File: src/rtl/id_ex_skid_pkg.sv
// Shared widths, control-bit positions and the ID/EX payload type.
// Optional macro ID_EX_WB_BYPASS_EN enables the writeback update of held operands.
package id_ex_skid_pkg;

    localparam int unsigned XLEN         = 32;
    localparam int unsigned RW           = 5;
    localparam int unsigned CTRL_W       = 8;
    localparam int unsigned CTRL_MEM_RD  = 0;
    localparam int unsigned CTRL_MEM_WR  = 1;
    localparam int unsigned CTRL_REG_WR  = 2;
    localparam int unsigned CTRL_ALU_LSB = 3;
    localparam int unsigned CTRL_ALU_MSB = 7;

    typedef struct packed {
        logic [XLEN-1:0]   pc;
        logic [RW-1:0]     rs1;
        logic [RW-1:0]     rs2;
        logic [RW-1:0]     rd;
        logic [XLEN-1:0]   src1;
        logic [XLEN-1:0]   src2;
        logic [XLEN-1:0]   imm;
        logic [CTRL_W-1:0] ctrl;
    } id_ex_payload_t;

    // Replace stored operands whose source index matches a live writeback.
    function automatic id_ex_payload_t wb_bypass(input id_ex_payload_t p,
                                                 input logic [RW-1:0] wb_rd,
                                                 input logic [XLEN-1:0] wb_data);
        id_ex_payload_t r;
        r = p;
        if (wb_rd != '0 && p.rs1 == wb_rd) r.src1 = wb_data;
        if (wb_rd != '0 && p.rs2 == wb_rd) r.src2 = wb_data;
        return r;
    endfunction

endpackage

File: src/rtl/id_ex_slot.sv
// One ID/EX payload register with load enable and optional writeback update.
// Macro ID_EX_WB_BYPASS_EN: held (and skid-forwarded) operands track writeback.
module id_ex_slot
    import id_ex_skid_pkg::*;
(
    input  logic            clk,
    input  logic            rst,
    input  logic            load,
    input  logic            d_byp,
    input  id_ex_payload_t  d,
    input  logic [RW-1:0]   wb_rd,
    input  logic [XLEN-1:0] wb_data,
    output id_ex_payload_t  q
);

    id_ex_payload_t nxt;

`ifdef ID_EX_WB_BYPASS_EN
    // d_byp marks an entry moving between slots; fresh ID data is already bypassed.
    always_comb begin
        nxt = q;
        if (load) nxt = d_byp ? wb_bypass(d, wb_rd, wb_data) : d;
        else      nxt = wb_bypass(q, wb_rd, wb_data);
    end
`else
    logic unused_wb;
    assign unused_wb = ^{wb_rd, wb_data, d_byp};

    always_comb begin
        nxt = q;
        if (load) nxt = d;
    end
`endif

    always_ff @(posedge clk) begin
        if (rst) q <= '0;
        else     q <= nxt;
    end

endmodule

File: src/rtl/id_ex_skid.sv
// ID/EX pipeline register: two-slot skid buffer, load-use bubble and branch flush.
// Macro ID_EX_WB_BYPASS_EN (in id_ex_slot) enables writeback update of held operands.
module id_ex_skid
    import id_ex_skid_pkg::*;
(
    input  logic              clk,
    input  logic              rst,
    input  logic              id_valid,
    output logic              id_ready,
    input  logic [XLEN-1:0]   id_pc,
    input  logic [RW-1:0]     id_rs1,
    input  logic [RW-1:0]     id_rs2,
    input  logic [RW-1:0]     id_rd,
    input  logic [XLEN-1:0]   id_src1,
    input  logic [XLEN-1:0]   id_src2,
    input  logic [XLEN-1:0]   id_imm,
    input  logic [CTRL_W-1:0] id_ctrl,
    output logic              ex_valid,
    input  logic              ex_ready,
    output logic [XLEN-1:0]   ex_pc,
    output logic [RW-1:0]     ex_rs1,
    output logic [RW-1:0]     ex_rs2,
    output logic [RW-1:0]     ex_rd,
    output logic [XLEN-1:0]   ex_src1,
    output logic [XLEN-1:0]   ex_src2,
    output logic [XLEN-1:0]   ex_imm,
    output logic [CTRL_W-1:0] ex_ctrl,
    input  logic              flush,
    input  logic [RW-1:0]     wb_rd,
    input  logic [XLEN-1:0]   wb_data,
    output logic              lu_stall
);

    id_ex_payload_t in_p, main_d, main_q, skid_q;
    logic           main_vld, skid_vld, bub;
    logic [RW-1:0]  ld_rd;
    logic           fire_in, fire_out, main_free, main_load, skid_load;
    logic           bub_hit, main_hit, main_is_load;

    assign in_p = '{pc: id_pc, rs1: id_rs1, rs2: id_rs2, rd: id_rd,
                    src1: id_src1, src2: id_src2, imm: id_imm, ctrl: id_ctrl};

    // Load-use detection against the load just issued (bub) and a load still in main.
    assign main_is_load = main_q.ctrl[CTRL_MEM_RD] & (main_q.rd != '0);
    assign bub_hit  = bub & (ld_rd != '0) & ((ld_rd == id_rs1) | (ld_rd == id_rs2));
    assign main_hit = main_vld & main_is_load &
                      ((main_q.rd == id_rs1) | (main_q.rd == id_rs2));
    assign lu_stall = id_valid & (bub_hit | main_hit);

    assign id_ready = ~rst & ~skid_vld & ~lu_stall & ~flush;
    assign fire_in  = id_valid & id_ready;
    assign fire_out = main_vld & ex_ready;

    assign main_free = ~main_vld | fire_out;
    assign main_load = main_free & (skid_vld | fire_in);
    assign skid_load = ~main_free & fire_in;
    assign main_d    = skid_vld ? skid_q : in_p;

    id_ex_slot u_main (
        .clk     (clk),
        .rst     (rst),
        .load    (main_load),
        .d_byp   (skid_vld),
        .d       (main_d),
        .wb_rd   (wb_rd),
        .wb_data (wb_data),
        .q       (main_q)
    );

    id_ex_slot u_skid (
        .clk     (clk),
        .rst     (rst),
        .load    (skid_load),
        .d_byp   (1'b0),
        .d       (in_p),
        .wb_rd   (wb_rd),
        .wb_data (wb_data),
        .q       (skid_q)
    );

    // Slot occupancy and the one-cycle load-use bubble.
    always_ff @(posedge clk) begin
        if (rst) begin
            main_vld <= 1'b0;
            skid_vld <= 1'b0;
            bub      <= 1'b0;
            ld_rd    <= '0;
        end else if (flush) begin
            main_vld <= 1'b0;
            skid_vld <= 1'b0;
            bub      <= 1'b0;
        end else begin
            if (main_free) main_vld <= skid_vld | fire_in;
            if (main_free & skid_vld) skid_vld <= 1'b0;
            else if (skid_load)       skid_vld <= 1'b1;
            bub <= fire_out & main_is_load;
            if (fire_out) ld_rd <= main_q.rd;
        end
    end

    assign ex_valid = main_vld;
    assign ex_pc    = main_q.pc;
    assign ex_rs1   = main_q.rs1;
    assign ex_rs2   = main_q.rs2;
    assign ex_rd    = main_q.rd;
    assign ex_src1  = main_q.src1;
    assign ex_src2  = main_q.src2;
    assign ex_imm   = main_q.imm;
    assign ex_ctrl  = main_q.ctrl;

endmodule

File: config.mk
export PLATFORM = sky130hd
export DESIGN_NAME = id_ex_skid
export DESIGN_NICKNAME = d
export VERILOG_FILES = /design/src/rtl/id_ex_skid_pkg.sv /design/src/rtl/id_ex_slot.sv /design/src/rtl/id_ex_skid.sv
export SDC_FILE = /design/constraint.sdc
export NUM_CORES = 1
export LEC_CHECK = 0
export BUFFER_PORTS_ARGS = -buffer_cell sky130_fd_sc_hd__buf_2
export CAP_MARGIN = 20
export CORE_AREA = 5 5 200 202
export CTS_CLUSTER_DIAMETER = 80
export DETAILED_ROUTE_END_ITERATION = 10
export DIE_AREA = 0 0 205 207
export GPL_ROUTABILITY_DRIVEN = 1
export RECOVER_POWER = 25
export SYNTH_ARGS = -nofsm -noshare
export SYNTH_HDL_FRONTEND = slang
export SYNTH_SLANG_ARGS = --single-unit
File: constraint.sdc
create_clock -name clk -period 5.7 [get_ports clk]
set_input_delay 1.14 -clock clk [delete_from_list [all_inputs] [get_ports clk]]
set_output_delay 1.14 -clock clk [all_outputs]
set_load 0.1 [all_outputs]
==> impl_metrics.py, run 1 <==
metrics = {
    "run_status": {
        "status": "finished, violations left",
        "violations": "max-capacitance violations, max-slew violations",
    },
    "detailed_routing": {
        "route.layer.met1.wl_mm": 16.8,
        "drt-total-wl_mm": 38.9,
        "initialDrtViolationCount": 526,
        "detail_route.wl_per_cell_um": 19.1,
        "met3_wirelength_mm": 2.33,
        "firstDrtPassIters": 4,
        "detail_route.drc_violations": 0,
        "drt.antenna.violating_nets": 0,
        "vias_per_cell": 5.10,
        "maxUsedRoutingLayer": "met5",
        "vias": 10408,
        "routed-wl-met2_mm": 18.6,
    },
    "floorplan": {
        "design.portCount": 347,
        "dieArea_um2": 42400,
        "initial_core_util": 0.343,
        "fp.dieW_um": 205,
        "core_area_um2": 38100,
        "die_y_um": 207,
        "rows": 72,
    },
    "synth": {
        "synth_edf_count": 0,
        "synth_top_cells_by_area": "dfxtp_1 (48%), mux2i_1 (24%), o221a_1 (7.8%)",
        "synth_fp_nets": 1439,
        "part_of_the_yosys_area_used_for_sequential_elements": 0.475,
        "synth_seq_cells": 310,
        "post_synth_top_area_cell": "dfxtp_1",
        "synth.distinct_cells": 29,
        "synth_top_area_frac": 0.475,
        "syn-cell-area_um2": 13100,
        "syn-instance-count": 1246,
        "ys_dominant_reg_cell": "dfxtp_1",
        "yosysWarnings": 0,
        "synth.avg_cell_area_um2": 10.5,
        "synth_common_cells": "dfxtp_1 (310), mux2i_1 (307), nor2_1 (160)",
        "synthMostInstantiatedCell": "dfxtp_1",
        "async_reset_ff_frac": 0,
    },
    "setup_path": {
        "crit_path_end_kind": "register",
        "cp.arrival_ns": 4.45,
        "worstSetupPathType": "in -> reg",
        "path_max_fanout": 71,
        "startpoint_types": "primary input",
        "worst-endpoint-required_ns": 6.08,
    },
    "timing": {
        "clock_period_minus_worst_slack_ns": 4.06,
        "worst_clock_skew_ns": 0.0291,
        "timing.slew.headroom": -0.684,
        "setup_viol_count_final": 0,
        "fmax_ghz": 0.246,
        "timing.final.max_slew_violations": 51,
        "fin_hold_viols": 0,
        "post_route_fraction_of_the_period_consumed_by_the_critical_path": 0.713,
        "setup_tns_final_ns": 0,
        "grt_setup_unrepaired": "false",
        "worstMarginPinSlew_ns": 2.53,
    },
    "global_route": {
        "pin_count_of_the_biggest_net_entering_global_routing": 136,
        "grt_usage": 0.178,
        "grt_antenna_before_repair": 11,
        "first_global_vias": 10495,
        "gr-total-overflow": 0,
        "grt_pass1_wl_mm": 61.5,
    },
    "power_and_ir_drop": {
        "power.density_nw_per_um2": 341,
        "vdd.ir_drop.worst_mv": 0.259,
        "static-leakage-power_nw": 7.54,
    },
    "finish": {
        "finalNonFillerCells": 2040,
        "final_layout_size_suffix_gt1_frac": 0.224,
        "final_nets": 1682,
        "area_growth_syn_to_layout_pct": 22.7,
    },
    "cts": {
        "cts_inserted_buffers": 37,
        "ctsResizeCount": 0,
        "post-cts-setup-buffers": 0,
        "cts.reportedPaths.clkPinSlew_ns": 0.06,
        "cts_tree": "done",
        "cts_sinks": 310,
        "ctsRootBufferMaster": "clkbuf_16",
        "clk-insertion-delay-late_ns": 0.55,
        "htreeDepth": 2,
        "clock_path_buffers": 3,
        "holdBufCountCts": 0,
    },
    "placement": {
        "numPlacedInstances": 1968,
        "post-dp-hpwl_mm": 23.7,
        "globalplace.congestion": 0.760,
        "io_buffers": 309,
    },
    "job": {
        "cap_violations": 1,
    },
    "hold_path": {
        "hold_path_class": "reg -> reg",
    },
}
==> metal layers <==
metal,vias to the layer above,track usage
met5,-,0
met4,6,0.0621
met3,75,0.0471
met2,238,0.287
met1,5096,0.230
li1,4993,-
==> per-stage QoR <==
stage	hold slack, ns	setup WS (ns)	instance area [um^2]	utilization	power, mW
finish	0.493	1.64	16000	0.421	5.47
global route	0.518	1.38	16000	0.421	5.66
floorplan	0.463	0.881	13100	-	2.91
CTS	0.499	1.68	16200	0.424	5.55
global placement	0.473	1.72	14900	0.391	3.10
detailed placement	0.485	1.69	14900	0.391	3.10
==> layout make-up <==
class	count	area, um^2
multi-input cells	816	6330
well taps	518	648
clock inverters	11	118
diodes	7	17.5
clock buffers	54	1140
flip-flops and latches	310	6210
inverters	2	10.0
fillers	3843	22100
repair buffers	322	1560
==> power by group <==
part	internal, mW	switching (mW)	total (mW)	leakage [nW]
logic	0.164	0.614	0.778	4.39
registers	2.23	0.0377	2.26	2.52
clock network	1.48	0.945	2.43	0.627
total	3.87	1.60	5.47	7.54
==> flip-flops by register name, summed over array words and instances (netlist names) <==
name and cells:
bub 1, ex_valid 1, skid_vld 1, ld_rd 5, u_skid.q 151, u_main.q 151
==> worst max-delay path, stage by stage <==
cell and delay [ns]:
buf_6 0.33, clkbuf_1 1.83, buf_4 0.88, nor2_1 0.12
==> cells in the final DEF (no fill, tap or decap), types with 4 or more instances in the layout <==
cell	count
dfxtp_1	309
clkinv_2	6
buf_4	8
nor3_1	6
buf_12	4
nor2_1	160
mux2i_1	307
buf_2	198
clkbuf_8	11
diode_2	7
o221a_2	61
clkbuf_1	115
nand2_1	151
o221a_1	90
clkbuf_16	39
xor2_1	20
==> path summary, 6_finish.rpt <==
check	from	slack (ns)	cells after the start	to
min reg2reg	u_skid.q[90]	0.49	2	u_skid.q[90]
min	u_skid.q[90]	0.49	2	u_skid.q[90]
max	rst	1.64	4	u_skid.q[101]
max reg2reg	ld_rd[0]	2.58	6	u_main.q[150]
==> cell families (layout without fill, tap and decap cells) <==
family / after synthesis / count (layout) / share of synthesized area
mux: 307 / 307 / 0.235
other cells: 0 / 7 / 0
compound gates: 161 / 161 / 0.136
simple gates: 328 / 328 / 0.0972
xor+xnor: 20 / 20 / 0.0134
flops: 310 / 310 / 0.475
buf+inv: 120 / 389 / 0.0433
Power figures use the tool's default switching activity.
==> run 2: changes to the inputs <==
--- a/config.mk
+++ b/config.mk
@@ -5,12 +5,13 @@
 export SDC_FILE = /design/constraint.sdc
 export NUM_CORES = 1
 export LEC_CHECK = 0
+export ABC_AREA = 1
 export BUFFER_PORTS_ARGS = -buffer_cell sky130_fd_sc_hd__buf_2
 export CAP_MARGIN = 20
-export CORE_AREA = 5 5 200 202
+export CORE_AREA = 5 5 206 208
 export CTS_CLUSTER_DIAMETER = 80
 export DETAILED_ROUTE_END_ITERATION = 10
-export DIE_AREA = 0 0 205 207
+export DIE_AREA = 0 0 211 213
 export GPL_ROUTABILITY_DRIVEN = 1
 export RECOVER_POWER = 25
 export SYNTH_ARGS = -nofsm -noshare
==> constraint.sdc (replaced) <==
create_clock -name clk -period 3.33 [get_ports clk]
set_input_delay 0.666 -clock clk [delete_from_list [all_inputs] [get_ports clk]]
set_output_delay 0.666 -clock clk [all_outputs]
set_load 0.1 [all_outputs]
==> run 2 against run 1 <==
Compared with the run above: the run now ends clean; synthesized cell count increased by 77%; clock power increased by 67%; count of clock-buffer cells in the layout increased by 6; critical path type is now reg -> out; worst hold slack got worse by 0.12 ns; sequential cell count unchanged; clock skew decreased by 0.019 ns; critical path depth increased by 4.
==> impl_metrics.py, run 2 <==
metrics = {
    "run_status": {
        "status": "finished clean",
    },
    "floorplan": {
        "core_area_um2": 40400,
        "initial_core_util": 0.343,
        "rows": 74,
        "fp.dieW_um": 211,
        "design.portCount": 347,
        "die_y_um": 213,
        "dieArea_um2": 44900,
    },
    "detailed_routing": {
        "detail_route.drc_violations": 0,
        "detail_route.wl_per_cell_um": 13.5,
        "firstDrtPassIters": 5,
        "vias": 13420,
        "initialDrtViolationCount": 919,
        "drt.antenna.violating_nets": 0,
        "vias_per_cell": 4.47,
        "drt-total-wl_mm": 40.5,
    },
    "finish": {
        "final_nets": 2629,
        "layout_commonest_cell": "nand2_1",
        "layout_common_cells": "nand2_1 (778), nor2_1 (621), dfxtp_1 (304)",
        "fin_area_um2": 16700,
        "final_layout_size_suffix_gt1_frac": 0.119,
        "area_growth_syn_to_layout_pct": 20.5,
        "largest_registers": "u_main.q x151, u_skid.q x151, ld_rd x5",
    },
    "synth": {
        "syn-instance-count": 2203,
        "synth-xor-area-share": 0.00568,
        "async_reset_ff_frac": 0,
        "yosysWarnings": 0,
        "synthMostInstantiatedCell": "nand2_1",
        "largest_family_of_logic_cells_by_synthesized_area": "simple AND/OR/NAND/NOR gates",
        "synth_compound_gate_area_share": 0.0626,
        "post_synth_top_area_cell": "dfxtp_1",
        "part_of_the_yosys_area_used_for_sequential_elements": 0.448,
        "synth_common_cells": "nand2_1 (778), nor2_1 (621), dfxtp_1 (310)",
        "synth_fp_nets": 2396,
        "synth_seq_cells": 310,
        "ys_dominant_reg_cell": "dfxtp_1",
        "synth_mux_area_frac": 0,
        "synth.distinct_cells": 21,
        "post_synth_fa_ha_maj_area_fraction": 0,
        "synth.avg_cell_area_um2": 6.29,
        "synth_top_area_frac": 0.448,
        "syn-cell-area_um2": 13900,
        "post_synthesis_simple_gate_area_fraction": 0.384,
        "synth_edf_count": 0,
        "synth_top_cells_by_area": "dfxtp_1 (45%), nand2_1 (21%), nor2_1 (17%)",
    },
    "timing": {
        "timing.final.max_slew_violations": 0,
        "worst_clock_skew_ns": 0.0105,
        "setup_viol_count_final": 0,
        "worstMarginPinSlew_ns": 1.28,
        "setup_tns_final_ns": 0,
        "clock_period_minus_worst_slack_ns": 3.01,
        "grt_setup_unrepaired": "false",
        "post_route_fraction_of_the_period_consumed_by_the_critical_path": 0.904,
        "timing.slew.headroom": 0.150,
        "fmax_ghz": 0.332,
        "fin_hold_viols": 0,
    },
    "setup_path": {
        "crit_path_top_delay_cell": "buf_2",
        "timing.critical_path.to": "id_ready",
        "cp.arrival_ns": 2.34,
        "startpoint_types": "register",
        "crit_path_end_kind": "output pin",
        "cpLargestDelayFamily": "buffers and inverters",
        "cp_cell_sequence": "inv_1 -> nand3_1 -> o21ai_0 -> nor2_1 -> nand2_1 -> a21boi_4 -> nor3_2 -> buf_2",
        "worst-endpoint-required_ns": 2.66,
        "worstPathBufferInverterCount": 2,
        "regToRegStartpoint": "u_main.q[107]",
        "worstSetupPathType": "reg -> out",
        "r2r-end": "u_skid.q[144]",
        "worst_setup_slack_for_register_to_register_paths_ns": 0.73,
        "rr_worst_depth": 10,
        "cp.depth": 8,
        "max_stage_delay_ns": 0.48,
        "path_max_fanout": 5,
        "cp-startpoint": "u_main.q[107]",
    },
    "global_route": {
        "grt_antenna_before_repair": 12,
        "grt_pass1_wl_mm": 63.7,
        "gr-total-overflow": 0,
        "first_global_vias": 12423,
        "pin_count_of_the_biggest_net_entering_global_routing": 152,
        "grt_usage": 0.171,
    },
    "cts": {
        "holdBufCountCts": 0,
        "cts.reportedPaths.clkPinSlew_ns": 0.06,
        "post-cts-setup-buffers": 0,
        "ctsResizeCount": 0,
        "ctsRootBufferMaster": "clkbuf_16",
        "clock_path_buffers": 3,
        "htreeDepth": 2,
        "cts_inserted_buffers": 37,
        "cts_tree": "done",
        "clk-insertion-delay-late_ns": 0.53,
        "cts_sinks": 310,
    },
    "job": {
        "cap_violations": 0,
    },
    "placement": {
        "post-dp-hpwl_mm": 24.8,
        "io_buffers": 309,
        "globalplace.congestion": 0.843,
        "post_place_instance_area_um2": 15600,
    },
    "power_and_ir_drop": {
        "static-leakage-power_nw": 8.93,
        "vdd.ir_drop.worst_mv": 0.384,
        "power.density_nw_per_um2": 558,
    },
    "hold_path": {
        "hold_path_class": "in -> reg",
    },
}
[run 2: cell types whose count changed after synthesis, moves of 90 or more]
cell	delta
inv_1	+160
mux2i_1	-307
nand2_1	+627
nor2_1	+461
o21ai_0	+103
o221a_1	-90
[run 2: area by class of cell]
| class | instances | area (um^2) |
|---|---|---|
| fill | 4305 | 23700 |
| multi-input combinational | 1592 | 6290 |
| sequential | 310 | 6220 |
| timing repair buffer | 325 | 1630 |
| clock buffer | 60 | 1170 |
| tap | 532 | 666 |
| inverter | 170 | 651 |
| clock inverter | 6 | 61.3 |
| antenna | 5 | 12.5 |
[run 2: per-layer routing]
metal | vias up | wire [um] | track usage
met3 | 62 | 2690 | 0.0486
li1 | 7034 | - | -
met1 | 6006 | 18400 | 0.223
met2 | 304 | 18600 | 0.277
met5 | - | 84 | 0
met4 | 14 | 735 | 0.0537
[run 2: worst min path at each step]
stage                            start            to  slack (ns)  cells after the start
after detailed placement  u_skid.q[43]  u_skid.q[43]        0.48                      2
after floorplan            u_skid.q[0]   u_skid.q[0]        0.46                      2
after CTS                    id_imm[8]  u_skid.q[16]        0.33                      3
after global placement    u_skid.q[33]  u_skid.q[33]        0.48                      2
final                       id_imm[22]  u_skid.q[30]        0.37                      3
after global routing         id_imm[8]  u_skid.q[16]        0.36                      3
[run 2: logic make-up after synthesis]
kind of cell	count (synthesis)
flops	310
simple gates	1410
buf+inv	301
xor+xnor	9
compound gates	173
[run 2: metrics by stage]
step                      hold slack (ns)  total power, mW   util  cells  setup slack [ns]
after detailed placement            0.482             5.36  0.386   2929             0.595
after global placement              0.477             5.35  0.386   2929             0.605
after global routing                0.356             9.72  0.414   2998             0.171
after CTS                           0.329             9.49  0.417   2995             0.393
final                               0.373             9.31  0.414   3000             0.320
after floorplan                     0.463             5.04      -   2203            0.0426
[run 2: tightest hold or removal path, cell delays in order]
cell	delay [ns]
buf_2	0.09
nor2_1	0.04
nor2_1	0.08
[run 2: report_power, final]
group / internal, mW / total (mW) / switching (mW) / leakage [nW]
Clock: 2.49 / 4.06 / 1.57 / 0.608
Sequential: 3.82 / 3.88 / 0.0642 / 2.52
Combinational: 0.263 / 1.38 / 1.12 / 5.80
Total: 6.56 / 9.31 / 2.75 / 8.93
